<file path="src/rtl/ccff_chain_loader.sv">
// ccff_chain_loader
// Drives the head of the routing configuration chain. Bitstream words
// arrive on a valid/ready stream and are shifted MSB-first onto ccff_head,
// one bit per prog_clk cycle while ccff_shift_en is high. The loader
// checks the stream length against CHAIN_LEN and watches ccff_tail: the
// chain starts at all-zero, so any 1 seen on the tail during the first
// CHAIN_LEN shifts means the chain is broken.
//
// Ports:
//   prog_clk       programming clock, all state on rising edge
//   pReset         asynchronous active-low reset
//   start          one-cycle pulse, begins a load (ignored while busy)
//   bs_data        bitstream word, bit WORD_W-1 shifted first
//   bs_valid       word valid
//   bs_last        final word of the stream, qualified by bs_valid
//   bs_ready       loader accepts a word
//   ccff_head      serial config data into the chain
//   ccff_shift_en  chain captures ccff_head on this edge
//   ccff_tail      serial output of the chain's last flop
//   busy           load in progress
//   done           load completed cleanly (sticky)
//   err            load aborted (sticky)
//   err_code       1=underrun, 2=overrun, 3=tail nonzero
//   bit_count      bits shifted so far in the current load
module ccff_chain_loader #(
   parameter int WORD_W    = 32,
   parameter int CHAIN_LEN = 4096,
   parameter int CNT_W     = $clog2(CHAIN_LEN + 1)
) (
   input  logic              prog_clk,
   input  logic              pReset,
   input  logic              start,
   input  logic [WORD_W-1:0] bs_data,
   input  logic              bs_valid,
   input  logic              bs_last,
   output logic              bs_ready,
   output logic              ccff_head,
   output logic              ccff_shift_en,
   input  logic              ccff_tail,
   output logic              busy,
   output logic              done,
   output logic              err,
   output logic [1:0]        err_code,
   output logic [CNT_W-1:0]  bit_count
);

   localparam int                BL_W      = $clog2(WORD_W + 1);
   localparam logic [CNT_W-1:0]  CHAIN_END = CNT_W'(CHAIN_LEN);
   localparam logic [BL_W-1:0]   WORD_BITS = BL_W'(WORD_W);

   localparam logic [1:0] CODE_UNDERRUN = 2'd1;
   localparam logic [1:0] CODE_OVERRUN  = 2'd2;
   localparam logic [1:0] CODE_TAIL     = 2'd3;

   typedef enum logic [2:0] {
      S_IDLE,
      S_LOAD,
      S_SHIFT,
      S_DONE,
      S_ERROR
   } state_t;

   state_t              state, state_nxt;
   logic [WORD_W-1:0]   sreg, sreg_nxt;
   logic                word_last, word_last_nxt;
   logic [BL_W-1:0]     bits_left, bits_left_nxt;
   logic [CNT_W-1:0]    bit_count_nxt;
   logic                done_nxt, err_nxt;
   logic [1:0]          err_code_nxt;
   logic [CNT_W-1:0]    cnt_inc;
   logic [BL_W-1:0]     bl_dec;

   function automatic logic [CNT_W-1:0] sat_inc(input logic [CNT_W-1:0] v);
      if (v == CHAIN_END) return v;
      return v + 1'b1;
   endfunction

   // Outputs are decoded from state so reset forces them low at once.
   assign busy          = (state == S_LOAD) || (state == S_SHIFT);
   assign bs_ready      = (state == S_LOAD);
   assign ccff_shift_en = (state == S_SHIFT);
   assign ccff_head     = (state == S_SHIFT) && sreg[WORD_W-1];

   always_comb begin
      state_nxt     = state;
      sreg_nxt      = sreg;
      word_last_nxt = word_last;
      bits_left_nxt = bits_left;
      bit_count_nxt = bit_count;
      done_nxt      = done;
      err_nxt       = err;
      err_code_nxt  = err_code;
      cnt_inc       = sat_inc(bit_count);
      bl_dec        = bits_left - 1'b1;

      case (state)
         S_IDLE, S_DONE, S_ERROR: begin
            if (start) begin
               state_nxt     = S_LOAD;
               done_nxt      = 1'b0;
               err_nxt       = 1'b0;
               err_code_nxt  = 2'd0;
               bit_count_nxt = '0;
            end
         end
         S_LOAD: begin
            if (bs_valid) begin
               sreg_nxt      = bs_data;
               word_last_nxt = bs_last;
               bits_left_nxt = WORD_BITS;
               state_nxt     = S_SHIFT;
            end
         end
         S_SHIFT: begin
            sreg_nxt      = {sreg[WORD_W-2:0], 1'b0};
            bits_left_nxt = bl_dec;
            bit_count_nxt = cnt_inc;
            // Exit checks use the post-shift counts; tail fault wins.
            if (ccff_tail) begin
               state_nxt    = S_ERROR;
               err_nxt      = 1'b1;
               err_code_nxt = CODE_TAIL;
            end else if (cnt_inc == CHAIN_END) begin
               // Chain full: remaining LSBs of the last word are padding.
               if (word_last) begin
                  state_nxt = S_DONE;
                  done_nxt  = 1'b1;
               end else begin
                  state_nxt    = S_ERROR;
                  err_nxt      = 1'b1;
                  err_code_nxt = CODE_OVERRUN;
               end
            end else if (bl_dec == '0) begin
               if (word_last) begin
                  state_nxt    = S_ERROR;
                  err_nxt      = 1'b1;
                  err_code_nxt = CODE_UNDERRUN;
               end else begin
                  state_nxt = S_LOAD;
               end
            end
         end
         default: state_nxt = S_IDLE;
      endcase
   end

   always_ff @(posedge prog_clk or negedge pReset) begin
      if (!pReset) begin
         state     <= S_IDLE;
         sreg      <= '0;
         word_last <= 1'b0;
         bits_left <= '0;
         bit_count <= '0;
         done      <= 1'b0;
         err       <= 1'b0;
         err_code  <= 2'd0;
      end else begin
         state     <= state_nxt;
         sreg      <= sreg_nxt;
         word_last <= word_last_nxt;
         bits_left <= bits_left_nxt;
         bit_count <= bit_count_nxt;
         done      <= done_nxt;
         err       <= err_nxt;
         err_code  <= err_code_nxt;
      end
   end

endmodule
</file>
<file path="config.mk">
export PLATFORM = sky130hd
export DESIGN_NAME = ccff_chain_loader
export DESIGN_NICKNAME = d
export VERILOG_FILES = /design/src/rtl/ccff_chain_loader.sv
export SDC_FILE = /design/constraint.sdc
export NUM_CORES = 1
export LEC_CHECK = 0
export ABC_AREA = 0
export BUFFER_PORTS_ARGS = -buffer_cell sky130_fd_sc_hd__buf_2
export CAP_MARGIN = 20
export CORE_MARGIN = 4
export CORE_UTILIZATION = 45
export CTS_BUF_LIST = sky130_fd_sc_hd__clkbuf_2
export DETAILED_ROUTE_END_ITERATION = 8
export GPL_ROUTABILITY_DRIVEN = 0
export PLACE_DENSITY_LB_ADDON = 0.15
export RECOVER_POWER = 25
export SLEW_MARGIN = 10
export SYNTH_ARGS = -nofsm -noshare
export SYNTH_HDL_FRONTEND = slang
export SYNTH_SLANG_ARGS = --single-unit
export TNS_END_PERCENT = 20
</file>
<file path="constraint.sdc">
create_clock -name prog_clk -period 2.94 [get_ports prog_clk]
set_input_delay 0.294 -clock prog_clk [delete_from_list [all_inputs] [get_ports prog_clk]]
set_output_delay 0.294 -clock prog_clk [all_outputs]
set_load 0.02 [all_outputs]
</file>
==> results of run 1 <==
==> synthesized netlist by cell type, drive strengths merged (2+ instances only) <==
cell | n | share of area [%]
a31oi | 4 | 0.78
nand2 | 51 | 6.0
nor2b | 5 | 0.98
mux2 | 2 | 0.70
a21oi | 10 | 1.6
nor3b | 3 | 0.70
buf | 7 | 1.2
nor4 | 2 | 0.39
a211o | 2 | 0.55
o21ai | 57 | 9.1
nand2b | 4 | 0.78
mux2i | 36 | 11
xnor2 | 2 | 0.55
dfrtp | 59 | 46
nor3 | 6 | 1.3
or3 | 3 | 0.59
or2 | 3 | 0.59
ha | 6 | 2.3
nand3 | 5 | 0.78
o22ai | 3 | 0.59
nand4 | 4 | 1.2
nor2 | 24 | 2.8
clkbuf | 13 | 1.6
a22oi | 2 | 0.47
o31ai | 3 | 0.70
inv | 11 | 1.3
and2 | 3 | 0.59
==> repair_timing <==
action / CTS / global route
endpoints found under the hold margin: 35 / 1
setup buffers: 10 / 10
hold buffers: 1 / 1
endpoints found under the setup margin: 1 / 6
pin swaps: 2 / 9
gates resized for setup: 1 / 19
==> sequential cells by signal (all words and copies together), names as in the netlist <==
| signal | cells |
|---|---|
| word_last | 1 |
| bits_left | 6 |
| bit_count | 13 |
| err_code | 2 |
| err | 1 |
| done | 1 |
| sreg | 32 |
| state | 3 |
==> critical path: cells and delay by family (launching register included) <==
family | cells | cell delay, ns
mux | 1 | 0.31
compound gates | 2 | 0.26
flops | 1 | 0.48
simple gates | 3 | 0.50
buf+inv | 10 | 1.21
fa+ha+maj | 1 | 0.12
==> path summary, 6_finish.rpt <==
| kind | from | end | slack (ns) |
|---|---|---|---|
| min in group asynchronous | pReset | bit_count[6]$_DFFE_PN0P_ | 0.89 |
| worst max-delay path | bit_count[0]$_DFFE_PN0P_ | state[2]$_DFFE_PN0P_ | -0.04 |
| worst min register to register | sreg[18]$_DFFE_PN0P_ | sreg[19]$_DFFE_PN0P_ | 0.48 |
| worst max register to register | bit_count[0]$_DFFE_PN0P_ | state[2]$_DFFE_PN0P_ | -0.04 |
| worst min-delay path | bs_data[0] | sreg[0]$_DFFE_PN0P_ | 0.07 |
| max in group asynchronous | pReset | bit_count[0]$_DFFE_PN0P_ | 0.78 |
==> cells by family after synthesis <==
family          count (synthesis)  share of synthesized area [%]
flops                          59                           46.0
fa+ha+maj                       6                           2.34
buf+inv                        32                           4.21
mux                            38                           11.9
xor+xnor                        3                          0.820
simple gates                  118                           17.9
compound gates                 92                           16.7
==> power by group <==
group | internal [mW] | total, mW | switching, mW
Clock | 0.0989 | 0.404 | 0.305
Combinational | 0.891 | 1.89 | 1.00
Sequential | 1.12 | 1.33 | 0.210
==> metal layers <==
| metal | vias up | track usage, % |
|---|---|---|
| li1 | 1411 | - |
| met1 | 1330 | 23.3 |
| met2 | 72 | 28.8 |
| met3 | 11 | 5.12 |
| met4 | 0 | 7.05 |
| met5 | - | 0 |
==> final cells by class <==
| cell class | count | share of cell area [%] |
|---|---|---|
| clock inverters | 6 | 0.830 |
| multi-input cells | 257 | 42.2 |
| repair buffers | 102 | 15.3 |
| well taps | 96 | 2.95 |
| clock buffers | 9 | 1.11 |
| inverters | 12 | 1.17 |
| flip-flops and latches | 59 | 36.4 |
==> metrics.json, run 1 <==
{
  "status": {
    "status": "finished with violations",
    "violations_in_the_final_reports": "max-capacitance violations, max-slew violations, negative setup slack"
  },
  "routing": {
    "vias": 2824,
    "routedWlPerCell_um": 14.0,
    "drtAntennaViolNets": 0,
    "maxUsedRoutingLayer": "met4",
    "routed_via_density": 5.22,
    "finalWirelength_um": 7570,
    "drc_errors": 0,
    "firstDrtPassIters": 4,
    "routed-wl-met2_um": 3470,
    "detail_route.iter0.violations": 135,
    "wirelength_met1_um": 3500,
    "wl_met3_um": 458
  },
  "setup_path": {
    "worst_ep_required_time_ns": 3.30,
    "path_class": "reg2reg",
    "reg2regPathDepth": 17,
    "critical_path.cell_chain": "buf_4 -> inv_4 -> ha_4 -> nor3b_4 -> and4_4 -> nor4_4 -> buf_4 -> buf_4 -> buf_4 -> buf_4 -> buf_4 -> buf_4 -> buf_4 -> buf_4 -> o21ai_1 -> o21ai_2 -> mux2_1",
    "max_stage_delay_ns": 0.48,
    "worstSetupStartpointType": "flop",
    "cp_common_cell": "sky130_fd_sc_hd__buf_4",
    "critPathSlowestCell": "sky130_fd_sc_hd__dfrtp_2",
    "worst-endpoint-arrival_ns": 3.34,
    "crit_path_end_kind": "flop",
    "critical_path_peak_fanout": 4
  },
  "sta": {
    "maxSlewViolCount": 37,
    "hold-worst-slack_ns": 0.0741,
    "setup-tns-final_ns": -0.0609,
    "worst_slew_margin_rel_pct": -32.1,
    "worstMarginPinSlew_ns": 1.98,
    "number_of_setup_violations_in_the_final_report": 2,
    "achievable_freq_mhz": 336,
    "grt_setup_unrepaired": "true",
    "finalWorstSetupSlack_ns": -0.0365,
    "hold_viol_final": 0,
    "fin_crit_sh_pct": 101,
    "finalClockSkew_ns": 0.0220,
    "layout_min_cycle_time_ns": 2.98
  },
  "placement": {
    "placed_cells_incl_taps": 504,
    "dpl.hpwl_um": 5120,
    "placed_cell_area_um2": 3740,
    "place_ws_ns": -0.0376,
    "io_buf_count": 58
  },
  "layout": {
    "net_count_reported_at_finish": 485,
    "final_util_pct": 59.3,
    "num_antenna_cells": 0,
    "area_growth_from_synthesis_to_layout_pct": 26.9,
    "layout-drive-gt1-share_pct": 31.7,
    "finalInstanceArea_um2": 4070,
    "multiInputGateArea_um2": 1720,
    "layout.cells.non_filler": 541,
    "layout.cells.most_common_list": "57 x sky130_fd_sc_hd__buf_2, 56 x sky130_fd_sc_hd__dfrtp_1, 53 x sky130_fd_sc_hd__o21ai_0",
    "sequential_cell_area_um2": 1480,
    "mostFrequentLayoutCell": "sky130_fd_sc_hd__buf_2",
    "fillCellCount": 604
  },
  "global_route": {
    "grt_antenna_before_repair": 0,
    "global_route_wire_length_before_repair_um": 12400,
    "first_global_vias": 2660,
    "largest_net_degree_at_the_start_of_global_routing": 37,
    "globalRoute.totalOverflow": 0,
    "track_usage_pct": 18.1
  },
  "synth": {
    "ys_dominant_reg_cell": "sky130_fd_sc_hd__dfrtp_1",
    "yosysWarnings": 0,
    "synthesis.nets": 392,
    "seq_cells_post_synth": 59,
    "postSynthAreaPerCell_um2": 9.22,
    "synth_sequential_area_ratio_pct": 46.0,
    "synth_async_sr_flop_share_pct": 100,
    "synthesis.area_um2": 3210,
    "synthesis.instances": 348,
    "synth_edf_count": 0,
    "synth_cell_types": 50
  },
  "cts": {
    "cts_root_buffer": "sky130_fd_sc_hd__clkbuf_2",
    "cts_tree": "yes",
    "clock_tree.htree_level_count": 3,
    "path_clk_slew_ns": 0.17,
    "clock_insertion_delay_worst_skew_ns": 0.48,
    "tritoncts_buffers": 9,
    "cts.sinks": 59,
    "cts-root-to-sink-buffers": 2
  },
  "power": {
    "report.power.total_mw": 3.63,
    "p_per_cell_area_nw_per_um2": 892,
    "total_leakage_power_nw": 1.87,
    "peakVddDrop_v": 0.000339
  },
  "floorplanning": {
    "std_cell_rows": 30,
    "die-area_um2": 8540,
    "dieHeight_um": 92.4,
    "design.portCount": 59,
    "start_util_pct": 46.7,
    "die-width_um": 92.4,
    "coreArea_um2": 6870
  },
  "flow_run": {
    "drv.max_cap_violation_count": 1
  },
  "worst_hold_path": {
    "hold_crit_path_type": "in2reg",
    "worstHoldPathCells": 3
  }
}
(Power assumes the default switching activity.)
==> run 2, diff against run 1 <==
--- a/config.mk
+++ b/config.mk
@@ -8,8 +8,10 @@
 export ABC_AREA = 0
 export BUFFER_PORTS_ARGS = -buffer_cell sky130_fd_sc_hd__buf_2
 export CAP_MARGIN = 20
+export CELL_PAD_IN_SITES_DETAIL_PLACEMENT = 1
+export CELL_PAD_IN_SITES_GLOBAL_PLACEMENT = 1
 export CORE_MARGIN = 4
-export CORE_UTILIZATION = 45
+export CORE_UTILIZATION = 39
 export CTS_BUF_LIST = sky130_fd_sc_hd__clkbuf_2
 export DETAILED_ROUTE_END_ITERATION = 8
 export GPL_ROUTABILITY_DRIVEN = 0
==> run 2 against run 1 <==
Compared with the run above:
- the run still ends with max-capacitance violations, max-slew violations, negative setup slack left
- final area up 1.0%
- die area is 14% higher
- combinational power shrank 5%
==> metrics.json, run 2 (same netlist as run 1, synthesis figures left out) <==
{
  "routing": {
    "finalWirelength": {"value": 9050, "unit": "um", "change": "+19%"},
    "drc_errors": {"value": 0, "change": "unchanged"},
    "detail_route.iter0.violations": {"value": 78, "change": "-42%"},
    "vias": {"value": 2902, "change": "+2.8%"},
    "routed_via_density": {"value": 5.36, "change": "+2.8%"},
    "routedWlPerCell": {"value": 16.7, "unit": "um", "change": "+19%"},
    "drtAntennaViolNets": {"value": 0, "change": "unchanged"},
    "firstDrtPassIters": {"value": 4, "change": "unchanged"}
  },
  "sta": {
    "fin_crit_sh": {"value": 101, "unit": "%", "change": "-0.49 points"},
    "worst_slew_margin_rel": {"value": -47.0, "unit": "%", "change": "-15 points"},
    "layout_min_cycle_time": {"value": 2.96, "unit": "ns", "change": "-0.0143 ns"},
    "hold_viol_final": {"value": 0, "change": "unchanged"},
    "worstMarginPinSlew": {"value": 2.21, "unit": "ns", "change": "+0.223 ns"},
    "achievable_freq": {"value": 338, "unit": "MHz", "change": "+0.48%"},
    "finalWorstSetupSlack": {"value": -0.0222, "unit": "ns", "change": "+0.0143 ns"},
    "number_of_setup_violations_in_the_final_report": {"value": 2, "change": "unchanged"},
    "finalClockSkew": {"value": 0.0271, "unit": "ns", "change": "+0.00514 ns"},
    "maxSlewViolCount": {"value": 40, "change": "+8.1%"},
    "grt_setup_unrepaired": "true"
  },
  "cts": {
    "cts_root_buffer": "sky130_fd_sc_hd__clkbuf_2",
    "cts.sinks": {"value": 59, "change": "unchanged"},
    "tritoncts_buffers": {"value": 9, "change": "unchanged"},
    "clock_tree.htree_level_count": {"value": 3, "change": "unchanged"},
    "cts_tree": "yes",
    "clock_insertion_delay_worst_skew": {"value": 0.46, "unit": "ns", "change": "-0.02 ns"},
    "path_clk_slew": {"value": 0.20, "unit": "ns", "change": "+0.03 ns"},
    "cts-root-to-sink-buffers": {"value": 2, "change": "unchanged"}
  },
  "placement": {
    "placed_cell_area": {"value": 3800, "unit": "um^2", "change": "+1.5%"},
    "dpl.hpwl": {"value": 6360, "unit": "um", "change": "+24%"},
    "place_ws": {"value": -0.111, "unit": "ns", "change": "-0.0733 ns"},
    "placed_cells_incl_taps": {"value": 515, "change": "+2.2%"},
    "io_buf_count": {"value": 58, "change": "unchanged"}
  },
  "floorplanning": {
    "die-area": {"value": 9740, "unit": "um^2", "change": "+14%"},
    "die-width": {"value": 98.7, "unit": "um", "change": "+6.8%"},
    "design.portCount": {"value": 59, "change": "unchanged"},
    "coreArea": {"value": 7850, "unit": "um^2", "change": "+14%"},
    "std_cell_rows": {"value": 32, "change": "+6.7%"},
    "dieHeight": {"value": 98.7, "unit": "um", "change": "+6.8%"},
    "start_util": {"value": 40.9, "unit": "%", "change": "-5.8 points"}
  },
  "power": {
    "p_per_cell_area": {"value": 911, "unit": "nW/um^2", "change": "+2.2%"},
    "peakVddDrop": {"value": 0.000361, "unit": "V", "change": "+6.6%"},
    "report.power.total": {"value": 3.75, "unit": "mW", "change": "+3.2%"},
    "total_leakage_power": {"value": 1.87, "unit": "nW", "change": "about the same"}
  },
  "layout": {
    "max_ffs_per_register": {"value": 32, "change": "unchanged"},
    "mostFrequentLayoutCell": "sky130_fd_sc_hd__buf_2",
    "layout.cells.non_filler": {"value": 541, "change": "unchanged"},
    "layout.cells.most_common_list": "57 x sky130_fd_sc_hd__buf_2, 54 x sky130_fd_sc_hd__o21ai_0, 54 x sky130_fd_sc_hd__dfrtp_1",
    "layout-drive-gt1-share": {"value": 32.6, "unit": "%", "change": "+0.89 points"},
    "max_flop_register": "sreg",
    "largestRegisters": "sreg x32, bit_count x13, bits_left x6",
    "num_antenna_cells": {"value": 0, "change": "unchanged"},
    "area_growth_from_synthesis_to_layout_pct": 28.2,
    "net_count_reported_at_finish": {"value": 478, "change": "-1.4%"},
    "final_util": {"value": 52.4, "unit": "%", "change": "-6.8 points"},
    "finalInstanceArea": {"value": 4110, "unit": "um^2", "change": "+1.0%"}
  },
  "setup_path": {
    "critical_path_peak_fanout": {"value": 4, "change": "unchanged"},
    "timing.rr.end": "err$_DFFE_PN0P_",
    "crit_path_end_kind": "flop",
    "startpoint": "bit_count[0]$_DFFE_PN0P_",
    "worstSetupStartpointType": "flop",
    "endpoint_of_the_most_critical_setup_path": "err$_DFFE_PN0P_",
    "worst-endpoint-arrival": {"value": 3.32, "unit": "ns", "change": "-0.02 ns"},
    "r2r_start": "bit_count[0]$_DFFE_PN0P_",
    "reg2regPathDepth": {"value": 13, "change": "-4"},
    "path_class": "reg2reg",
    "worst_ep_required_time": {"value": 3.29, "unit": "ns", "change": "about the same"},
    "reg2reg_setup_slack": {"value": -0.02, "unit": "ns", "change": "about the same"}
  },
  "worst_hold_path": {
    "hold_crit_path_type": "in2reg"
  },
  "status": {
    "violations_in_the_final_reports": "max-capacitance violations, max-slew violations, negative setup slack",
    "status": "finished with violations"
  },
  "global_route": {
    "grt_antenna_before_repair": {"value": 0, "change": "unchanged"},
    "track_usage": {"value": 19.3, "unit": "%", "change": "+1.2 points"},
    "largest_net_degree_at_the_start_of_global_routing": {"value": 40, "change": "+8.1%"},
    "global_route_wire_length_before_repair": {"value": 15300, "unit": "um", "change": "+24%"},
    "first_global_vias": {"value": 3191, "change": "+20%"},
    "globalRoute.totalOverflow": {"value": 0, "change": "unchanged"}
  },
  "flow_run": {
    "drv.max_cap_violation_count": {"value": 1, "change": "unchanged"}
  }
}
run 2: changes by cell type in the layout (fill, tap and decap cells not counted), moves of 2 or more:
cell,delta
sky130_fd_sc_hd__buf_4,-10
sky130_fd_sc_hd__buf_6,+2
sky130_fd_sc_hd__bufinv_16,+2
sky130_fd_sc_hd__clkbuf_2,+2
sky130_fd_sc_hd__dfrtp_1,-2
sky130_fd_sc_hd__dfrtp_2,+2
sky130_fd_sc_hd__inv_2,+2
run 2: worst min path at each step:
stage | cells past startpoint | start | slack [ns] | to
floorplan | 0 | pReset | -0.002 | bit_count[0]$_DFFE_PN0P_
global placement | 2 | sreg[24]$_DFFE_PN0P_ | 0.46 | sreg[25]$_DFFE_PN0P_
detailed placement | 2 | sreg[24]$_DFFE_PN0P_ | 0.47 | sreg[25]$_DFFE_PN0P_
CTS | 3 | bs_last | 0.02 | word_last$_DFFE_PN0P_
global route | 3 | bs_data[12] | 0.05 | sreg[12]$_DFFE_PN0P_
finish | 3 | bs_data[25] | 0.10 | sreg[25]$_DFFE_PN0P_
run 2: through the flow:
stage | setup TNS, ns | hold WS (ns)
CTS | 0 | 0.0234
global placement | 0 | 0.460
global route | -0.428 | 0.0477
finish | -0.0251 | 0.102
detailed placement | -0.111 | 0.468
floorplan | -0.0670 | -0.00159
run 2: layout make-up:
cell class	count	area, um^2
clock inverters	5	77.6
flip-flops and latches	59	1480
fillers	949	3730
well taps	102	128
multi-input cells	257	1730
clock buffers	11	55.1
repair buffers	95	592
inverters	12	45.0
run 2: power breakdown:
part / switching, mW / total (mW) / internal (mW)
clock network: 0.322 / 0.608 / 0.286
logic: 1.01 / 1.80 / 0.786
registers: 0.220 / 1.34 / 1.12
total: 1.55 / 3.75 / 2.19
run 2: repair_timing:
| item | 4_1_cts | 5_1_grt |
|---|---|---|
| buffers inserted | 6 | 2 |
| gates resized for setup | 12 | 13 |
| pin swaps | 4 | 8 |
| hold endpoints to repair | 37 | 1 |
| cloned | 0 | 0 |
| setup endpoints to repair | 3 | 3 |
| hold buffers | 1 | 1 |
run 2: per-layer routing:
| metal | up-vias | track usage (%) | wire length (um) |
|---|---|---|---|
| met3 | 10 | 3.61 | 318 |
| met4 | 0 | 5.46 | 110 |
| li1 | 1389 | - | - |
| met2 | 47 | 34.0 | 4640 |
| met1 | 1456 | 24.1 | 3980 |
| met5 | - | 0 | 0 |
run 2: worst max-delay path: stages (launching register included):
cell                       delay [ns]
sky130_fd_sc_hd__dfrtp_2         0.49
sky130_fd_sc_hd__ha_4            0.18
sky130_fd_sc_hd__or3_4           0.33
sky130_fd_sc_hd__a21boi_2        0.14
sky130_fd_sc_hd__mux2i_1         0.09
sky130_fd_sc_hd__a211o_1         0.30
sky130_fd_sc_hd__nor2_4          0.16
sky130_fd_sc_hd__inv_2           0.07
sky130_fd_sc_hd__ha_4            0.15
sky130_fd_sc_hd__or2_4           0.23
sky130_fd_sc_hd__a21oi_4         0.17
sky130_fd_sc_hd__o21ai_2         0.08
sky130_fd_sc_hd__o21ai_2         0.17
sky130_fd_sc_hd__mux2_4          0.31
==> run 3, diff against run 2 <==
--- a/config.mk
+++ b/config.mk
@@ -10,7 +10,7 @@
 export CAP_MARGIN = 20
 export CELL_PAD_IN_SITES_DETAIL_PLACEMENT = 1
 export CELL_PAD_IN_SITES_GLOBAL_PLACEMENT = 1
-export CORE_MARGIN = 4
+export CORE_MARGIN = 2
 export CORE_UTILIZATION = 39
 export CTS_BUF_LIST = sky130_fd_sc_hd__clkbuf_2
 export DETAILED_ROUTE_END_ITERATION = 8
==> constraint.sdc (replaced) <==
create_clock -name prog_clk -period 2.94 [get_ports prog_clk]
set_input_delay 0.294 -clock prog_clk [delete_from_list [all_inputs] [get_ports prog_clk]]
set_output_delay 0.294 -clock prog_clk [all_outputs]
set_load 0.1 [all_outputs]
==> run 3 against run 2 <==
Compared with the run above:
- the run still ends with max-capacitance violations, max-slew violations, negative setup slack left
- final cell count grew 0.55%
- global-route usage grew 2.0 points
- wire length is the same
- sequential power is essentially flat
- flip-flop and latch count is the same
- utilization shrank 1.2 points
- sequential share of layout area grew 0.18 points
- combinational power grew 21%
- power grew 13%
- clock power grew 14%
- critical endpoint unchanged
==> metrics.json, run 3 (same netlist as run 1, synthesis figures left out) <==
{
  "status": {
    "status": "finished with violations",
    "violations_in_the_final_reports": "max-capacitance violations, max-slew violations, negative setup slack"
  },
  "global_route": {
    "first_global_vias": {"value": 3027, "change": "-5.1%"},
    "track_usage": {"value": 21.3, "unit": "%", "change": "+2.0 points"},
    "globalRoute.totalOverflow": {"value": 0, "change": "unchanged"},
    "largest_net_degree_at_the_start_of_global_routing": {"value": 33, "change": "-18%"},
    "global_route_wire_length_before_repair": {"value": 14800, "unit": "um", "change": "-3.6%"},
    "grt_antenna_before_repair": {"value": 0, "change": "unchanged"}
  },
  "layout": {
    "net_count_reported_at_finish": {"value": 478, "change": "unchanged"},
    "fillCellCount": {"value": 987, "change": "+4.0%"},
    "layout-drive-gt1-share": {"value": 34.2, "unit": "%", "change": "+1.6 points"},
    "largestRegisters": "sreg x32, bit_count x13, bits_left x6",
    "max_ffs_per_register": {"value": 32, "change": "unchanged"},
    "final_util": {"value": 51.2, "unit": "%", "change": "-1.2 points"},
    "max_flop_register": "sreg",
    "mostFrequentLayoutCell": "sky130_fd_sc_hd__buf_2",
    "layout.cells.most_common_list": "55 x sky130_fd_sc_hd__buf_2, 54 x sky130_fd_sc_hd__o21ai_0, 51 x sky130_fd_sc_hd__nand2_1",
    "num_antenna_cells": {"value": 0, "change": "unchanged"},
    "area_growth_from_synthesis_to_layout_pct": 29.1
  },
  "power": {
    "netSwitchingFraction": {"value": 45.5, "unit": "%", "change": "+4.0 points"},
    "peakVddDrop": {"value": 0.000417, "unit": "V", "change": "+15%"},
    "sequentialPowerShare": {"value": 32.1, "unit": "%", "change": "-3.7 points"},
    "clock_power_share": {"value": 16.4, "unit": "%", "change": "+0.2 points"},
    "total_leakage_power": {"value": 1.86, "unit": "nW", "change": "-0.45%"},
    "intPower": {"value": 2.31, "unit": "mW", "change": "+5.3%"},
    "netSwitchingPower": {"value": 1.92, "unit": "mW", "change": "+24%"},
    "p_comb_share": {"value": 51.5, "unit": "%", "change": "+3.5 points"},
    "p_per_cell_area": {"value": 1020, "unit": "nW/um^2", "change": "+12%"}
  },
  "routing": {
    "drc_errors": {"value": 0, "change": "unchanged"},
    "drtAntennaViolNets": {"value": 0, "change": "unchanged"},
    "detail_route.iter0.violations": {"value": 47, "change": "-40%"},
    "finalWirelength": {"value": 9050, "unit": "um", "change": "unchanged"},
    "routedWlPerCell": {"value": 16.6, "unit": "um", "change": "-0.55%"},
    "routed_via_density": {"value": 5.30, "change": "-1.1%"},
    "firstDrtPassIters": {"value": 4, "change": "unchanged"},
    "vias": {"value": 2885, "change": "-0.59%"}
  },
  "setup_path": {
    "worst_ep_required_time": {"value": 3.35, "unit": "ns", "change": "+0.06 ns"},
    "max_stage_delay": {"value": 0.56, "unit": "ns", "change": "+0.07 ns"},
    "crit_path_end_kind": "flop",
    "critPathSlowestCell": "sky130_fd_sc_hd__dfrtp_4",
    "critical_path.n_buffers_inverters": {"value": 1, "change": "unchanged"},
    "worstSetupStartpointType": "flop",
    "worst-endpoint-arrival": {"value": 3.47, "unit": "ns", "change": "+0.15 ns"},
    "cp_common_cell": "sky130_fd_sc_hd__o21ai_2",
    "critical_path.cell_chain": "ha_4 -> or3_4 -> a21boi_2 -> mux2i_1 -> a211o_1 -> nor2_2 -> inv_1 -> ha_2 -> or2_4 -> a21oi_4 -> o21ai_2 -> o21ai_2 -> mux2_4",
    "path_class": "reg2reg",
    "critical_path_peak_fanout": {"value": 5, "change": "+1"},
    "top_family_by_delay_on_critical_path": "compound AO/OA/AOI/OAI gates"
  },
  "cts": {
    "tritoncts_buffers": {"value": 9, "change": "unchanged"},
    "cts-root-to-sink-buffers": {"value": 2, "change": "unchanged"},
    "clock_tree.htree_level_count": {"value": 3, "change": "unchanged"},
    "clock_insertion_delay_worst_skew": {"value": 0.50, "unit": "ns", "change": "+0.04 ns"},
    "cts_root_buffer": "sky130_fd_sc_hd__clkbuf_2",
    "cts.sinks": {"value": 59, "change": "unchanged"},
    "path_clk_slew": {"value": 0.19, "unit": "ns", "change": "about the same"},
    "cts_tree": "yes"
  },
  "floorplanning": {
    "die-width": {"value": 94.7, "unit": "um", "change": "-4.1%"},
    "dieHeight": {"value": 94.7, "unit": "um", "change": "-4.1%"},
    "design.portCount": {"value": 59, "change": "unchanged"},
    "std_cell_rows": {"value": 33, "change": "+3.1%"},
    "coreArea": {"value": 8090, "unit": "um^2", "change": "+3.1%"},
    "die-area": {"value": 8960, "unit": "um^2", "change": "-7.9%"},
    "start_util": {"value": 39.6, "unit": "%", "change": "-1.2 points"}
  },
  "sta": {
    "worst_slew_margin_rel": {"value": -18.6, "unit": "%", "change": "+28 points"},
    "hold_viol_final": {"value": 0, "change": "unchanged"},
    "finalWorstSetupSlack": {"value": -0.124, "unit": "ns", "change": "-0.102 ns"},
    "fin_crit_sh": {"value": 104, "unit": "%", "change": "+3.5 points"},
    "layout_min_cycle_time": {"value": 3.06, "unit": "ns", "change": "+0.102 ns"},
    "hold-worst-slack": {"value": 0.0760, "unit": "ns", "change": "-0.0261 ns"},
    "maxSlewViolCount": {"value": 33, "change": "-18%"},
    "achievable_freq": {"value": 326, "unit": "MHz", "change": "-3.3%"},
    "grt_setup_unrepaired": "true",
    "finalClockSkew": {"value": 0.0177, "unit": "ns", "change": "-0.00942 ns"},
    "worstMarginPinSlew": {"value": 1.78, "unit": "ns", "change": "-0.427 ns"},
    "number_of_setup_violations_in_the_final_report": {"value": 3, "change": "+1"}
  },
  "placement": {
    "dpl.hpwl": {"value": 5930, "unit": "um", "change": "-6.9%"},
    "io_buf_count": {"value": 58, "change": "unchanged"}
  },
  "worst_hold_path": {
    "hold_crit_path_type": "in2reg"
  },
  "flow_run": {
    "drv.max_cap_violation_count": {"value": 1, "change": "unchanged"}
  }
}
-- run 3: cell count changes in the layout (fill, tap and decap cells not counted), sizes merged --
cell,previous run,this run
bufinv,2,3
buf,92,90
clkinvlp,1,0
clkinv,2,4
-- run 3: path summary, 6_finish.rpt --
path	end	slack (ns)	from	depth (start not counted)
max	err$_DFFE_PN0P_	-0.12	bit_count[1]$_DFFE_PN0P_	13
min in group asynchronous	state[0]$_DFFE_PN0P_	0.77	pReset	2
min reg2reg	sreg[22]$_DFFE_PN0P_	0.49	sreg[21]$_DFFE_PN0P_	2
max reg2reg	err$_DFFE_PN0P_	-0.12	bit_count[1]$_DFFE_PN0P_	13
min	sreg[23]$_DFFE_PN0P_	0.08	bs_data[23]	3
max in group asynchronous	sreg[13]$_DFFE_PN0P_	0.64	pReset	3
-- run 3: area by class of cell --
type	instances	area, um^2	area share, %
tap	105	131	3.17
clock buffer	9	45.0	1.09
sequential	59	1500	36.2
inverter	12	45.0	1.09
multi-input combinational	257	1720	41.4
clock inverter	7	116	2.81
timing repair buffer	95	587	14.2
-- run 3: stage by stage --
| stage | setup TNS [ns] | area, um^2 | total power, mW | worst slack, ns | std cells |
|---|---|---|---|---|---|
| 6_report | -0.201 | 4140 | 4.23 | -0.124 | 544 |
| 5_1_grt | -0.608 | 4140 | 4.55 | -0.253 | 544 |
| 4_1_cts | -0.0629 | 4070 | 4.17 | -0.0629 | 540 |
| 3_5_place_dp | -0.0964 | 3770 | 3.38 | -0.0964 | 510 |
| 3_3_place_gp | 0 | 3770 | 3.30 | 0.0146 | 510 |
| 2_1_floorplan | -0.327 | 3300 | 2.86 | -0.263 | 348 |
-- run 3: power groups by stage --
stage	registers (mW)	logic [mW]	clock network, mW
after global placement	1.36	1.94	0
after floorplan	1.52	1.34	0
after CTS	1.36	2.09	0.717
final	1.36	2.18	0.696
after detailed placement	1.38	2.00	0
after global routing	1.40	2.40	0.754
-- run 3: metal layers --
layer / GRT usage, % / routed length (um) / up-vias
met3: 3.91 / 311 / 11
li1: - / - / 1399
met5: 0 / 0 / -
met2: 36.5 / 4600 / 47
met4: 7.61 / 110 / 0
met1: 26.8 / 4020 / 1428
-- run 3: worst min-delay path, delay by kind of cell --
kind / cells / cell delay (ns)
buffers and inverters: 1 / 0.08
AOI/OAI and AO/OA: 1 / 0.13
muxes: 1 / 0.05
-- run 3: what timing repair did --
action	in CTS	in global routing
hold buffers	2	0
resized for setup	5	12
endpoints found under the hold margin	32	0
pin swaps	6	12
endpoints found under the setup margin	3	5
setup buffers	12	4
